$ cat src/rtl/mole_pkg.sv
// Shared types and sizing for the whack-a-mole spawner: state encoding,
// counter/timer widths and the length of the random-draw window.
package mole_pkg;

    typedef enum logic [1:0] {
        IDLE,
        DRAW,
        GAP,
        UP
    } state_e;

    localparam int unsigned CNT_W       = 8;
    localparam int unsigned TIMER_W     = 10;
    localparam int unsigned DRAW_CYCLES = 3;
    localparam int unsigned DRAW_CNT_W  = 2;

    function automatic logic [CNT_W-1:0] sat_inc(input logic [CNT_W-1:0] v);
        return (v == '1) ? v : v + CNT_W'(1);
    endfunction

endpackage

$ cat src/rtl/btn_edge.sv
// Rising-edge detector for a bank of debounced button levels.
module btn_edge #(
    parameter int unsigned WIDTH = 8
) (
    input  logic             clk,
    input  logic             rst,
    input  logic [WIDTH-1:0] btn_i,
    output logic [WIDTH-1:0] rise_o
);

    logic [WIDTH-1:0] hist_q;

    always_ff @(posedge clk) begin
        if (rst) begin
            hist_q <= '0;
        end else begin
            hist_q <= btn_i;
        end
    end

    assign rise_o = btn_i & ~hist_q;

endmodule

$ cat src/rtl/mole_spawner.sv
// Whack-a-mole game core: draws a random mole, waits a gap, lights it for a
// random up-time and scores hits/misses with saturating counters.
module mole_spawner
    import mole_pkg::*;
#(
    parameter int unsigned NUM_MOLES = 8,
    parameter int unsigned MIN_UP    = 200,
    parameter int unsigned GAP_TICKS = 100
) (
    input  logic                 clk,
    input  logic                 rst,
    input  logic                 tick,
    input  logic                 start,
    input  logic [15:0]          rnd,
    input  logic [NUM_MOLES-1:0] hit_btn,
    output logic                 shift_en,
    output logic [NUM_MOLES-1:0] mole_on,
    output logic                 hit_pulse,
    output logic                 miss_pulse,
    output logic [CNT_W-1:0]     hit_count,
    output logic [CNT_W-1:0]     miss_count
);

    localparam int unsigned IDX_W = $clog2(NUM_MOLES);
    localparam logic [TIMER_W-1:0] MIN_UP_T = TIMER_W'(MIN_UP);
    localparam logic [TIMER_W-1:0] GAP_LAST =
        (GAP_TICKS == 0) ? '0 : TIMER_W'(GAP_TICKS - 1);
    localparam logic [DRAW_CNT_W-1:0] DRAW_LAST = DRAW_CNT_W'(DRAW_CYCLES - 1);

    state_e                 state_q,      state_d;
    logic [DRAW_CNT_W-1:0]  draw_cnt_q,   draw_cnt_d;
    logic [TIMER_W-1:0]     timer_q,      timer_d;
    logic [TIMER_W-1:0]     up_time_q,    up_time_d;
    logic [IDX_W-1:0]       idx_q,        idx_d;
    logic                   prev_valid_q, prev_valid_d;
    logic                   shift_en_q,   shift_en_d;
    logic [NUM_MOLES-1:0]   mole_on_q,    mole_on_d;
    logic                   hit_pulse_q,  hit_pulse_d;
    logic                   miss_pulse_q, miss_pulse_d;
    logic [CNT_W-1:0]       hit_cnt_q,    hit_cnt_d;
    logic [CNT_W-1:0]       miss_cnt_q,   miss_cnt_d;

    logic [NUM_MOLES-1:0]   rise;
    logic [IDX_W-1:0]       draw_idx;
    logic                   up_last;
    logic                   hit_now;
    logic                   unused_rnd;

    btn_edge #(.WIDTH(NUM_MOLES)) u_btn_edge (
        .clk    (clk),
        .rst    (rst),
        .btn_i  (hit_btn),
        .rise_o (rise)
    );

    assign unused_rnd = ^rnd[7:IDX_W];

    // Never light the same hole twice in a row.
    always_comb begin
        draw_idx = rnd[IDX_W-1:0];
        if (prev_valid_q && (draw_idx == idx_q)) begin
            draw_idx = draw_idx + IDX_W'(1);
        end
    end

    assign up_last = ({1'b0, timer_q} + (TIMER_W + 1)'(1)) >= {1'b0, up_time_q};
    assign hit_now = rise[idx_q];

    always_comb begin
        state_d      = state_q;
        draw_cnt_d   = draw_cnt_q;
        timer_d      = timer_q;
        up_time_d    = up_time_q;
        idx_d        = idx_q;
        prev_valid_d = prev_valid_q;
        shift_en_d   = 1'b0;
        mole_on_d    = mole_on_q;
        hit_pulse_d  = 1'b0;
        miss_pulse_d = 1'b0;
        hit_cnt_d    = hit_cnt_q;
        miss_cnt_d   = miss_cnt_q;

        case (state_q)
            IDLE: begin
                mole_on_d = '0;
                if (start) begin
                    hit_cnt_d  = '0;
                    miss_cnt_d = '0;
                    draw_cnt_d = '0;
                    shift_en_d = 1'b1;
                    state_d    = DRAW;
                end
            end

            DRAW: begin
                if (draw_cnt_q == DRAW_LAST) begin
                    idx_d        = draw_idx;
                    prev_valid_d = 1'b1;
                    up_time_d    = MIN_UP_T + TIMER_W'(rnd[15:8]);
                    timer_d      = '0;
                    if (GAP_TICKS == 0) begin
                        mole_on_d = NUM_MOLES'(1) << draw_idx;
                        state_d   = UP;
                    end else begin
                        state_d = GAP;
                    end
                end else begin
                    draw_cnt_d = draw_cnt_q + DRAW_CNT_W'(1);
                end
            end

            GAP: begin
                if (tick) begin
                    if (timer_q == GAP_LAST) begin
                        timer_d   = '0;
                        mole_on_d = NUM_MOLES'(1) << idx_q;
                        state_d   = UP;
                    end else begin
                        timer_d = timer_q + TIMER_W'(1);
                    end
                end
            end

            UP: begin
                // A hit edge wins over a coinciding final tick.
                if (hit_now) begin
                    mole_on_d   = '0;
                    hit_pulse_d = 1'b1;
                    hit_cnt_d   = sat_inc(hit_cnt_q);
                    draw_cnt_d  = '0;
                    shift_en_d  = 1'b1;
                    state_d     = DRAW;
                end else if (tick && up_last) begin
                    mole_on_d    = '0;
                    miss_pulse_d = 1'b1;
                    miss_cnt_d   = sat_inc(miss_cnt_q);
                    draw_cnt_d   = '0;
                    shift_en_d   = 1'b1;
                    state_d      = DRAW;
                end else if (tick) begin
                    timer_d = timer_q + TIMER_W'(1);
                end
            end

            default: begin
                mole_on_d = '0;
                state_d   = IDLE;
            end
        endcase

        // Dropping start aborts the round silently but keeps the score.
        if (!start) begin
            state_d      = IDLE;
            mole_on_d    = '0;
            shift_en_d   = 1'b0;
            hit_pulse_d  = 1'b0;
            miss_pulse_d = 1'b0;
            hit_cnt_d    = hit_cnt_q;
            miss_cnt_d   = miss_cnt_q;
        end
    end

    always_ff @(posedge clk) begin
        if (rst) begin
            state_q      <= IDLE;
            draw_cnt_q   <= '0;
            timer_q      <= '0;
            up_time_q    <= '0;
            idx_q        <= '0;
            prev_valid_q <= 1'b0;
            shift_en_q   <= 1'b0;
            mole_on_q    <= '0;
            hit_pulse_q  <= 1'b0;
            miss_pulse_q <= 1'b0;
            hit_cnt_q    <= '0;
            miss_cnt_q   <= '0;
        end else begin
            state_q      <= state_d;
            draw_cnt_q   <= draw_cnt_d;
            timer_q      <= timer_d;
            up_time_q    <= up_time_d;
            idx_q        <= idx_d;
            prev_valid_q <= prev_valid_d;
            shift_en_q   <= shift_en_d;
            mole_on_q    <= mole_on_d;
            hit_pulse_q  <= hit_pulse_d;
            miss_pulse_q <= miss_pulse_d;
            hit_cnt_q    <= hit_cnt_d;
            miss_cnt_q   <= miss_cnt_d;
        end
    end

    assign shift_en   = shift_en_q;
    assign mole_on    = mole_on_q;
    assign hit_pulse  = hit_pulse_q;
    assign miss_pulse = miss_pulse_q;
    assign hit_count  = hit_cnt_q;
    assign miss_count = miss_cnt_q;

endmodule

$ cat config.mk
export PLATFORM = sky130hd
export DESIGN_NAME = mole_spawner
export DESIGN_NICKNAME = d
export VERILOG_FILES = /design/src/rtl/mole_pkg.sv /design/src/rtl/btn_edge.sv /design/src/rtl/mole_spawner.sv
export SDC_FILE = /design/constraint.sdc
export NUM_CORES = 1
export LEC_CHECK = 0
export ABC_AREA = 0
export ABC_CLOCK_PERIOD_IN_PS = 2560
export CORE_AREA = 8 8 109 86
export DETAILED_ROUTE_END_ITERATION = 10
export DIE_AREA = 0 0 117 94
export GPL_ROUTABILITY_DRIVEN = 0
export PLACE_DENSITY = 0.82
export SYNTH_ARGS = -nofsm -noshare
export SYNTH_HDL_FRONTEND = slang
export SYNTH_SLANG_ARGS = --single-unit
export TNS_END_PERCENT = 10
$ cat constraint.sdc
create_clock -name clk -period 2.56 [get_ports clk]
set_input_delay 0.512 -clock clk [delete_from_list [all_inputs] [get_ports clk]]
set_output_delay 0.512 -clock clk [all_outputs]
set_load 0.005 [all_outputs]
* Word-level counts from Yosys, hierarchy flattened
Index checks and enable logic that the tools add are counted.
Storage, ports and cells: latch bits 0, bits in registers 63, memory bits (writable) 0, memories 0, input port bits 28, memory bits (read-only) 0
Operators by class: reduce and logical (&&, ||, !) cells 17, div/mod/pow operators 0, bitwise logic cells 4, multiplexer cells 37, multipliers 0, magnitude comparators 2, equality and inequality tests 21, $add $sub $neg 7, shifts and indexed selects 1
Operators by type and width (count):
- $mux 8 | 9
- $mux 10 | 6
- $pmux 8 s2 | 2
- $pmux 10 s3 | 1
- $ne 2x2->1 const B | 12
- $pmux 8 s3 | 1
- $mux 2 | 9
- $add 8x1->8 const B | 2
- $eq 8x8->1 const B | 2
- $reduce_and 4->1 | 4
- $add 10x1->11 const B | 1
- $ge 11x10->1 | 1
- $add 10x1->10 const B | 1
- $eq 10x7->1 const B | 1
- $add 8x8->9 const A | 1
- $reduce_bool 3->1 | 3
- $and 8x8->8 | 1
- $not 8->8 | 1
- $pmux 2 s4 | 1
- $shl 1x3->8 const A | 1
- $eq 2x2->1 const B | 3
- $pmux 2 s3 | 1
- $reduce_and 6->1 | 1
- $reduce_and 5->1 | 1
- other kinds (18) | 23

* Longest topological paths before layout
Gate-level depths: netlist of run 1.
word-level depth 6, depth in mapped cells 13

* Modules after synthesis
Synthesis of run 1 repeated with hierarchy kept, for this count alone.
Unflattened totals: cell total of the unflattened synthesis 428, area total of the unflattened synthesis 3578.4 sq um
By module, submodules not included:
- mole_spawner | area each 3318.2 sq um, times used 1, cells an instance 404, seq. area each 1081.0 sq um
- btn_edge | area each 260.2 sq um, times used 1, cells an instance 24, seq. area each 160.2 sq um

* Worst setup path before layout of run 1
No wires, ideal clock.
path type flip-flop to flip-flop, start reg timer_q[0], end reg draw_cnt_q[1], arrival 2.770 ns, setup slack -0.281 ns, buffers on the path 0, data required time 2.490 ns, stages on the path, launching flop included 13, cells stage by stage dfxtp_1 -> ha_1 -> nand4_1 -> nor2_1 -> xor2_1 -> ha_1 -> nand2_1 -> o21ai_0 -> a21oi_1 -> o211ai_2 -> a21oi_1 -> or4b_2 -> a21oi_1
On the way: cells in the longest elaborated chain, start to end 5
Ends and longest elaborated chain:
- start: declaration | line mole_spawner.sv:32 | logic [TIMER_W-1:0] timer_q, timer_d;
- start signal: assignment | line mole_spawner.sv:180 | timer_q <= timer_d;
- $add 10x1->11 | line mole_spawner.sv:66 | assign up_last = ({1'b0, timer_q} + (TIMER_W + 1)'(1)) >= {1'b0, up_time_q};
- $ge 11x10->1 | line mole_spawner.sv:66
- $logic_and 1x1->1 | line mole_spawner.sv:133 | end else if (tick && up_last) begin
- $ne 3x3->1 (no source line)
- $reduce_and 4->1 (no source line)
- end signal: assignment | line mole_spawner.sv:179 | draw_cnt_q <= draw_cnt_d;
- end: declaration | line mole_spawner.sv:31 | logic [DRAW_CNT_W-1:0] draw_cnt_q, draw_cnt_d;
Every way passes these cells. A chain may end at the register's enable or synchronous reset.

* Final worst setup path of run 1
start reg timer_q[1], end reg timer_q[6]
On the way: cells in the longest elaborated chain, start to end 5, elaborated cells between the ends (all ways) 13
Ends and longest elaborated chain (line):
- $add 10x1->11 / $add 10x1->10 (equally long branches) | mole_spawner.sv:66, mole_spawner.sv:119, mole_spawner.sv:141
- $ge 11x10->1 / $mux 10 (equally long branches) | mole_spawner.sv:66, mole_spawner.sv:140
- $logic_and 1x1->1 / $mux 10 (equally long branches) | mole_spawner.sv:133
- $ne 2x2->1 (no source line) / $mux 10 (equally long branches)
- $reduce_and 6->1 (no source line) / $pmux 10 s3 (equally long branches)
Parallel ways exist; a longest one is shown, timed or not. The select of a mux whose other input is x is not followed.

==> results of run 1 <==
[power by group through the flow]
stage	clock network (mW)	registers, mW	logic [mW]
6_report	0.896	0.981	0.226
5_1_grt	0.957	0.982	0.247
4_1_cts	0.915	0.981	0.223
3_5_place_dp	0	1.01	0.214
3_3_place_gp	0	1.00	0.209
2_1_floorplan	0	1.00	0.126
[state kept, by name, summed over array words and instances (netlist names)]
signal	cells
draw_cnt_q	2
miss_pulse	1
u_btn_edge.hist_q	8
prev_valid_q	1
miss_count	8
up_time_q	9
state_q	2
idx_q	3
hit_count	8
shift_en	1
mole_on	8
hit_pulse	1
timer_q	10
[worst max-delay path, cell delays in order, from the launching register on]
cell and delay [ns]:
dfxtp_4 0.37, ha_4 0.13, nand4_1 0.10, nor2_1 0.15, xor2_1 0.23, ha_1 0.28
a21oi_1 0.12, o21ai_1 0.08, a21oi_2 0.18, o211ai_4 0.11, a311o_2 0.42, buf_6 0.15
nand3b_1 0.17, a21oi_2 0.15
[layer usage]
layer	up-vias	wire length (um)	global-route usage, %
met4	0	125	6.59
met2	71	4000	26.4
met3	12	514	4.30
met1	1470	3550	18.2
met5	-	0	0
li1	1581	-	-
[metrics by stage]
step	TNS (ns)	total power [mW]	cell area, um2	hold slack (ns)
after floorplan	-0.0327	1.13	3420	0.432
after CTS	-2.09	2.12	4470	0.453
after global routing	-6.53	2.19	4500	0.476
after global placement	-2.13	1.21	4170	0.442
final	-1.99	2.10	4500	0.453
after detailed placement	-4.61	1.22	4170	0.446
[logic make-up after synthesis]
logic type | after synthesis | synth area share [%]
AOI/OAI and AO/OA | 82 | 17.0
xor gates and xnor gates | 20 | 5.22
adders and majority gates | 21 | 7.83
buffers and inverters | 47 | 5.78
DFF | 62 | 37.0
muxes | 11 | 3.28
and+or+nand+nor | 156 | 23.9
[final cells by class]
class,count,area (um2),area share [%]
inverter,31,116,2.59
tap,105,131,2.92
timing repair buffer,87,783,17.4
multi-input combinational,290,2010,44.6
clock inverter,3,41.3,0.917
clock buffer,12,165,3.67
sequential,62,1250,27.9
[cells in the mapped netlist, types with 2 or more instances]
| master | number |
|---|---|
| a211oi_1 | 6 |
| a21oi_1 | 25 |
| a311oi_1 | 3 |
| a31oi_1 | 4 |
| a32oi_1 | 2 |
| and2_1 | 4 |
| and3_1 | 3 |
| buf_4 | 2 |
| clkbuf_1 | 10 |
| dfxtp_1 | 62 |
| ha_1 | 21 |
| inv_1 | 30 |
| mux2i_1 | 11 |
| nand2_1 | 49 |
| nand3_1 | 14 |
| nand3b_1 | 3 |
| nand4_1 | 8 |
| nor2_1 | 29 |
| nor2b_1 | 15 |
| nor3_1 | 3 |
| nor4_1 | 3 |
| nor4b_1 | 3 |
| o211ai_1 | 3 |
| o21a_1 | 2 |
| o21ai_0 | 12 |
| o221a_2 | 2 |
| o311ai_0 | 2 |
| o31ai_1 | 2 |
| o32ai_1 | 5 |
| o41ai_1 | 2 |
| or2_2 | 3 |
| or3_1 | 7 |
| or3_2 | 3 |
| xnor2_1 | 10 |
| xor2_1 | 10 |
[repair_timing]
action                                  in CTS  in global routing
endpoints found under the setup margin      29                 31
resized for setup                           10                  4
pin swaps                                    9                  5
buffers inserted                             7                  2
hold endpoints to repair                     0                  0
[worst min-delay path by stage]
stage | to | slack [ns] | cells after the start
after floorplan | up_time_q[6]$_SDFFE_PP0P_ | 0.43 | 2
after global placement | timer_q[8]$_SDFFE_PP0P_ | 0.44 | 2
after detailed placement | up_time_q[6]$_SDFFE_PP0P_ | 0.45 | 2
after CTS | up_time_q[6]$_SDFFE_PP0P_ | 0.45 | 2
after global routing | up_time_q[6]$_SDFFE_PP0P_ | 0.48 | 2
final | up_time_q[6]$_SDFFE_PP0P_ | 0.45 | 2
==> metrics.txt, run 1 <==
combinational power share 10.7%; cts bufs inserted 9; final wirelength 8190 um; CP endpoint timer_q[6]$_SDFFE_PP0P_; Internal around 1.6 mW; # fillers between 600 and 700; Clk pwr share 42.6%; Core Rows 28; root buf cell clkbuf_8; PwrDens around 470 nW/um2; relative slew slack between 60% and 70%; non-filler instance count after layout 590; Total GRT Usage ~16%; area grow syn2layout 34.2%; dominant cell type by area after synthesis dfxtp_1; switching power 493 uW; nets@finish 530; Hold Crit Class flip-flop to flip-flop; H-tree Lvls 3; Wirelength per Cell about 14 um; placed wire-length estimate 6060 um; RSZ-0062 raised after global routing true; final clock skew ~0.009 ns; die area 11000 um2; commonest non-fill, non-tap cell in the layout dfxtp_1; critical path data required time 2.84 ns; R2R Path Start timer_q[1]$_SDFFE_PP0P_; Synth Net Count 448; Pre-antenna DRT Iters 4; CTS sink count between 60 and 70; Iteration-0 DRC Markers approximately 130; status finished with violations; worst setup path startpoint timer_q[1]$_SDFFE_PP0P_; minimum clock period after layout 2.73 ns; Max-cap violations 0; initial antenna violation count 0; clock transition at the registers of the reported paths 0.07 ns; Startpoint Class flip-flop; Syn Inst Count approximately 400; Ports 55; Clock Latency Late Sink between 0.3 and 0.4 ns; global route overflow 0; register-to-register setup slack -0.17 ns; initial core utilization around 44%; worst r2r dst timer_q[6]$_SDFFE_PP0P_; Sw Share between 20% and 30%; post-synth top area share approximately 37%; CTS tree yes; Core ar. approximately 7600 um2; synthesized area ~3400 um2; Worst Path Max Fanout 8; Worst Reg-to-Reg Cells 13; CTS Buffer Depth 2; vias in the first global route approximately 3100; async set or reset register ratio after synthesis 0%; predominant post-synthesis flop cell dfxtp_1; largest net degree at the start of global routing approximately 40; share of layout cells above drive strength 1 between 15 and 20%; DR DRC count 0; Post-CTS Hold Buffers 0; n_diodes 0; commonest non-fill, non-tap cells in the layout 58 x dfxtp_1, 49 x nand2_1, 49 x clkdlybuf4s50_1, 36 x buf_4, 30 x inv_1; pre-CTS setup slack -0.280 ns; final setup fails 24; Peak VDD IR 264 uV; WS Path Type flip-flop to flip-flop; Post-DRT Antenna Nets 0; Max Fclk around 370 MHz; P_leak roughly 1.7 nW; Arrival @ worst endpoint between 3 and 4 ns; Worst Slack Setup Final -0.168 ns; register area share after synthesis a little under two fifths; actual slew at the worst max-slew pin 0.561 ns; Hold Path Origin up_time_q[6]$_SDFFE_PP0P_; final period utilization 107%; total placed cells including tap cells between 500 and 600; CP Capture Type flip-flop; Max Slew Vio Count 0; number of synthesized flops with an enable pin 0; failing checks negative setup slack; Core Util, Final around 59%; Synth area leaders dfxtp_1 37%, ha_1 7.8%, nand2_1 5.5%; first-pass GRT wire length about 14000 um; die height around 94 um; Mean Syn Cell Area 8.41 um2; IO buf count about 50; via/cell ratio 5.31; Die W 117 um; sequential share of power 46.7%; Final Hold Vio Count 0; synth warn 0; vias approximately 3100; #FFs+latches synth 62; Netlist cell types 61
Note: power is estimated with default switching activity, not from simulation.
==> inputs of run 2 (changes only) <==
- CORE_AREA: 8 8 109 86 -> 8 8 80 117
- DIE_AREA: 0 0 117 94 -> 0 0 88 125
- PLACE_DENSITY: 0.82 -> 0.81
==> metrics.txt, run 2 (synthesis results as in run 1) <==
Pre-antenna DRT Iters 4 (unchanged); total power 2.51 mW (+19%); combinational power share 9.5% (-1.2 points); cell mode on critical path a21oi_2; nets@finish 533 (+0.57%); worst r2r dst timer_q[4]$_SDFFE_PP0P_; vias in the first global route 3286 (+7.6%); Worst path slowest cell a311o_2; Max-cap violations 0 (unchanged); placed wire-length estimate 6170 um (+1.9%); CTS sink count 62 (unchanged); critical path data required time 2.77 ns (-0.07 ns); register-to-register setup slack -0.30 ns (-0.13 ns); final setup fails 28 (+17%); Ports 55 (unchanged); R2R Path Start timer_q[1]$_SDFFE_PP0P_; minimum clock period after layout 2.86 ns (+0.134 ns); die area 11000 um2 (about the same); P_leak 1.79 nW (+3.7%); Sw Share 22.8% (-0.62 points); cts bufs inserted 9 (unchanged); Final Hold Vio Count 0 (unchanged); area grow syn2layout 39.2%; Core Rows 40 (+43%); H-tree Lvls 3 (unchanged); CP Capture Type flip-flop; wire length on met3 392 um (-24%); worst path cell trace ha_4, nand4_1, nor2_2, xor2_2, ha_1, a21oi_2, o21ai_2, a21oi_2, o211ai_4, a311o_2, buf_4, a21oi_1, o32ai_1; global route overflow 0 (unchanged); Biggest register timer_q; Core ar. 7760 um2 (+1.6%); Area after DPL 4190 um2 (+0.54%); share of layout cells above drive strength 1 19.2% (+2.1 points); sequential share of power 39.2% (-7.5 points); switching power 572 uW (+16%); CTS tree yes; Arrival @ worst endpoint 3.07 ns (+0.06 ns); hold path depth 2 (unchanged); Total GRT Usage 17.1% (+1.5 points); Critical path buffers and inverters 1 (unchanged); Die W 88 um (-25%); largest net degree at the start of global routing 27 (-34%); RSZ-0062 raised after global routing true; final wirelength 8750 um (+6.9%); WS Path Type flip-flop to flip-flop; PwrDens 537 nW/um2 (+15%); failing checks negative setup slack; status finished with violations; IO buf count 49 (unchanged); commonest non-fill, non-tap cell in the layout dfxtp_1; Peak VDD IR 403 uV (+53%); die height 125 um (+33%); initial antenna violation count 0 (unchanged); Largest stage delay, worst path 0.49 ns (+0.07 ns); CTS Buffer Depth 2 (unchanged); delay-heaviest family, CP compound AO/OA/AOI/OAI gates; Clock Latency Late Sink 0.33 ns (-0.02 ns); Internal 1.93 mW (+20%); commonest non-fill, non-tap cells in the layout 59 x dfxtp_1, 49 x clkdlybuf4s50_1, 48 x nand2_1, 39 x buf_4, 30 x inv_1; DR DRC count 0 (unchanged); hold path endpoint up_time_q[1]$_SDFFE_PP0P_; non-filler instance count after layout 594 (+0.68%); Max Slew Vio Count 0 (unchanged); n_diodes 0 (unchanged); Wirelength per Cell 14.7 um (+6.2%); initial core utilization 43.2% (-0.68 points); Largest register FFs 10 (unchanged); Met2 Wirelength 4850 um (+21%); largest registers timer_q: 10 flops, up_time_q: 9 flops; Hold Crit Class flip-flop to flip-flop; final clock skew 0.00657 ns (-0.00244 ns); Hold Path Origin up_time_q[1]$_SDFFE_PP0P_; Worst Slack Setup Final -0.302 ns (-0.134 ns); vias 3218 (+2.7%); M1 WL 3290 um (-7.2%); Worst Path Max Fanout 8 (unchanged); via/cell ratio 5.42 (+2.0%); Worst Reg-to-Reg Cells 13 (unchanged); hold_ws 0.453 ns (-0.000164 ns); max layer used met4; clock transition at the registers of the reported paths 0.05 ns (-0.02 ns); Post-CTS Hold Buffers 0 (unchanged); relative slew slack 61.6% (-0.98 points); first-pass GRT wire length 15100 um (+9.1%); Clk pwr share 51.3% (+8.7 points); root buf cell clkbuf_16; total placed cells including tap cells 569 (+0.53%); Post-DRT Antenna Nets 0 (unchanged); actual slew at the worst max-slew pin 0.576 ns (+0.0147 ns); final period utilization 112% (+5.2 points); Startpoint Class flip-flop; final instance area 4670 um2 (+3.8%); setup TNS -5.01 ns (-3.02 ns); Iteration-0 DRC Markers 167 (+25%); Max Fclk 349 MHz (-4.7%)
## run 2: routing by layer
metal  vias to the layer above  GRT usage [%]
met5                         -              0
met4                         0           8.96
met3                        17           4.20
met2                        78           30.6
met1                      1544           17.4
li1                       1579              -
## run 2: how the worst max path moves through the flow
stage	depth (start not counted)	slack (ns)	from	to
finish	13	-0.30	timer_q[1]$_SDFFE_PP0P_	timer_q[4]$_SDFFE_PP0P_
CTS	12	-0.24	timer_q[1]$_SDFFE_PP0P_	timer_q[2]$_SDFFE_PP0P_
detailed placement	13	-0.23	timer_q[1]$_SDFFE_PP0P_	timer_q[3]$_SDFFE_PP0P_
global placement	12	-0.14	timer_q[1]$_SDFFE_PP0P_	timer_q[0]$_SDFFE_PP0P_
global route	12	-0.39	timer_q[1]$_SDFFE_PP0P_	timer_q[2]$_SDFFE_PP0P_
floorplan	13	-0.004	timer_q[2]$_SDFFE_PP0P_	mole_on[0]$_SDFFE_PP0P_
## run 2: worst register-to-register path, stage by stage (launching register included)
cell	delay, ns
dfxtp_4	0.37
ha_4	0.13
nand4_1	0.13
nor2_2	0.23
xor2_2	0.20
ha_1	0.29
a21oi_2	0.14
o21ai_2	0.07
a21oi_2	0.17
o211ai_4	0.10
a311o_2	0.49
buf_4	0.17
a21oi_1	0.15
o32ai_1	0.09
## run 2: timing repair
| action | CTS | global route |
|---|---|---|
| setup buffers | 8 | 1 |
| pin swaps | 4 | 7 |
| gates resized for setup | 3 | 19 |
| endpoints found under the setup margin | 30 | 30 |
## run 2: metrics by stage
stage | utilization (%) | worst slack [ns]
global route | 60.2 | -0.389
detailed placement | 54.1 | -0.234
floorplan | - | -0.00409
global placement | 54.1 | -0.138
CTS | 59.1 | -0.241
finish | 60.2 | -0.302
## run 2: layout make-up
cell class | count | area [um2]
multi-input cells | 290 | 2050
well taps | 105 | 131
repair buffers | 90 | 806
flip-flops and latches | 62 | 1250
fillers | 648 | 3090
inverters | 31 | 116
clock inverters | 4 | 52.6
clock buffers | 12 | 268
## run 2: power by group through the flow
stage	Clock [mW]	Combinational, mW	Sequential (mW)
detailed placement	0	0.221	1.01
global placement	0	0.214	1.01
finish	1.29	0.238	0.984
CTS	1.30	0.228	0.984
floorplan	0	0.126	1.00
global route	1.35	0.256	0.985
==> inputs of run 3 (changes only) <==
- CTS_BUF_LIST: unset -> sky130_fd_sc_hd__clkbuf_16
==> metrics.txt, run 3 (synthesis results as in run 1) <==
status finished with violations; failing checks negative setup slack; n_diodes 0 (unchanged); CTS tree yes; register area 1250 um2 (unchanged); CP endpoint timer_q[4]$_SDFFE_PP0P_; global route overflow 0 (unchanged); vias 3211 (-0.22%); first-pass GRT wire length 15000 um (about the same); largest net degree at the start of global routing 27 (unchanged); Post-DRT Antenna Nets 0 (unchanged); Total GRT Usage 17.1% (-0.040 points); placed wire-length estimate 6170 um (unchanged); P_leak 1.79 nW (about the same); total placed cells including tap cells 569 (unchanged); Max Slew Vio Count 0 (unchanged); die height 125 um (unchanged); Core ar. 7760 um2 (unchanged); worst r2r dst timer_q[4]$_SDFFE_PP0P_; Largest stage delay, worst path 0.49 ns (about the same); area grow syn2layout 38.9%; Post-CTS Hold Buffers 0 (unchanged); Ports 55 (unchanged); PwrDens 531 nW/um2 (-1.0%); Clock Latency Late Sink 0.34 ns (about the same); worst path cell trace ha_4, nand4_1, nor2_2, xor2_2, ha_1, a21oi_2, o21ai_2, a21oi_2, o211ai_4, a311o_2, buf_4, a21oi_1, o32ai_1; actual slew at the worst max-slew pin 0.571 ns (-0.00456 ns); clock transition at the registers of the reported paths 0.05 ns (about the same); commonest non-fill, non-tap cells in the layout 59 x dfxtp_1, 49 x clkdlybuf4s50_1, 48 x nand2_1, 39 x buf_4, 31 x inv_1; IO buf count 49 (unchanged); initial core utilization 43.2% (unchanged); Multi-input gate area 2050 um2 (unchanged); cell mode on critical path a21oi_2; H-tree Lvls 3 (unchanged); Iteration-0 DRC Markers 148 (-11%); Worst Path Max Fanout 8 (unchanged); minimum clock period after layout 2.85 ns (-0.0121 ns); Worst path slowest cell a311o_2; WS Path Type flip-flop to flip-flop; vias in the first global route 3287 (+0.030%); CP Capture Type flip-flop; final clock skew 0.00668 ns (+0.000112 ns); non-filler instance count after layout 594 (unchanged); total power 2.48 mW (-1.2%); final period utilization 111% (-0.47 points); Biggest register timer_q; Max Fclk 351 MHz (+0.42%); relative slew slack 61.9% (+0.30 points); Worst Slack Setup Final -0.290 ns (+0.0121 ns); Final Hold Vio Count 0 (unchanged); largest registers timer_q: 10 flops, up_time_q: 9 flops; Pre-antenna DRT Iters 4 (unchanged); Die W 88 um (unchanged); Arrival @ worst endpoint 3.07 ns (about the same); Core Rows 40 (unchanged); Max-cap violations 0 (unchanged); register-to-register setup slack -0.29 ns (about the same); commonest non-fill, non-tap cell in the layout dfxtp_1; R2R Path Start timer_q[1]$_SDFFE_PP0P_; # fillers 652 (+0.62%); Hold Crit Class flip-flop to flip-flop; Startpoint Class flip-flop; critical path data required time 2.78 ns (about the same); CTS Buffer Depth 2 (unchanged); Wirelength per Cell 14.7 um (-0.39%); worst setup path startpoint timer_q[1]$_SDFFE_PP0P_; nets@finish 533 (unchanged); initial antenna violation count 0 (unchanged); root buf cell clkbuf_16; cts bufs inserted 9 (unchanged); Worst Reg-to-Reg Cells 13 (unchanged); die area 11000 um2 (unchanged); Peak VDD IR 398 uV (-1.3%); Core Util, Final 60.1% (-0.13 points); final setup fails 27 (-3.6%); via/cell ratio 5.41 (-0.22%); CTS sink count 62 (unchanged); Largest register FFs 10 (unchanged); share of layout cells above drive strength 1 19.0% (-0.20 points); RSZ-0062 raised after global routing true; DR DRC count 0 (unchanged); final wirelength 8720 um (-0.39%)
-- run 3: cell count changes in the layout (fill, tap and decap cells not counted), sizes merged --
cell    delta
clkbuf     -2
clkinv     +1
inv        +1
-- run 3: timing repair --
action                                  in CTS  in global routing
endpoints found under the setup margin      30                 30
pin swaps                                    4                  7
buffers inserted                             8                  1
resized for setup                            3                 19
endpoints found under the hold margin        0                  0
-- run 3: worst min path at each step --
| stage | from | to | slack (ns) | cells after the start |
|---|---|---|---|---|
| floorplan | up_time_q[6]$_SDFFE_PP0P_ | up_time_q[6]$_SDFFE_PP0P_ | 0.43 | 2 |
| global placement | up_time_q[6]$_SDFFE_PP0P_ | up_time_q[6]$_SDFFE_PP0P_ | 0.44 | 2 |
| detailed placement | up_time_q[2]$_SDFFE_PP0P_ | up_time_q[2]$_SDFFE_PP0P_ | 0.45 | 2 |
| CTS | up_time_q[2]$_SDFFE_PP0P_ | up_time_q[2]$_SDFFE_PP0P_ | 0.45 | 2 |
| global route | up_time_q[2]$_SDFFE_PP0P_ | up_time_q[2]$_SDFFE_PP0P_ | 0.48 | 2 |
| finish | up_time_q[1]$_SDFFE_PP0P_ | up_time_q[1]$_SDFFE_PP0P_ | 0.45 | 2 |
-- run 3: critical path, delay by kind of cell (launching register included) --
kind / cells / cell delay (ns)
and+or+nand+nor: 2 / 0.36
buffers and inverters: 1 / 0.17
adders and majority gates: 2 / 0.41
xor gates and xnor gates: 1 / 0.20
AOI/OAI and AO/OA: 7 / 1.20
DFF: 1 / 0.37
-- run 3: report_power, final --
group / leakage (nW) / total, mW / internal (mW) / switching (mW)
logic: 1.14 / 0.237 / 0.119 / 0.118
clock network: 0.145 / 1.26 / 0.804 / 0.451
registers: 0.504 / 0.984 / 0.977 / 0.00745
-- run 3: cell type report --
class	count	share of cell area, %
Multi-Input combinational cell	290	43.9
Sequential cell	62	26.8
Timing Repair Buffer	90	17.3
Clock buffer	10	5.37
Tap cell	105	2.82
Inverter	31	2.50
Clock inverter	6	1.29
-- run 3: per-stage QoR --
stage / area, um2 / setup TNS [ns] / hold WS, ns / worst slack, ns
final: 4660 / -4.80 / 0.453 / -0.290
after floorplan: 3420 / -0.0327 / 0.432 / -0.00409
after CTS: 4580 / -4.81 / 0.455 / -0.241
after global placement: 4190 / -2.34 / 0.442 / -0.138
after detailed placement: 4190 / -4.82 / 0.448 / -0.234
after global routing: 4660 / -8.40 / 0.476 / -0.389
-- run 3: routing by layer --
| layer | up-vias | wire [um] | GRT usage, % |
|---|---|---|---|
| met1 | 1542 | 3310 | 17.4 |
| met4 | 0 | 216 | 8.96 |
| met2 | 70 | 4830 | 30.5 |
| li1 | 1582 | - | - |
| met3 | 17 | 365 | 4.20 |
| met5 | - | 0 | 0 |
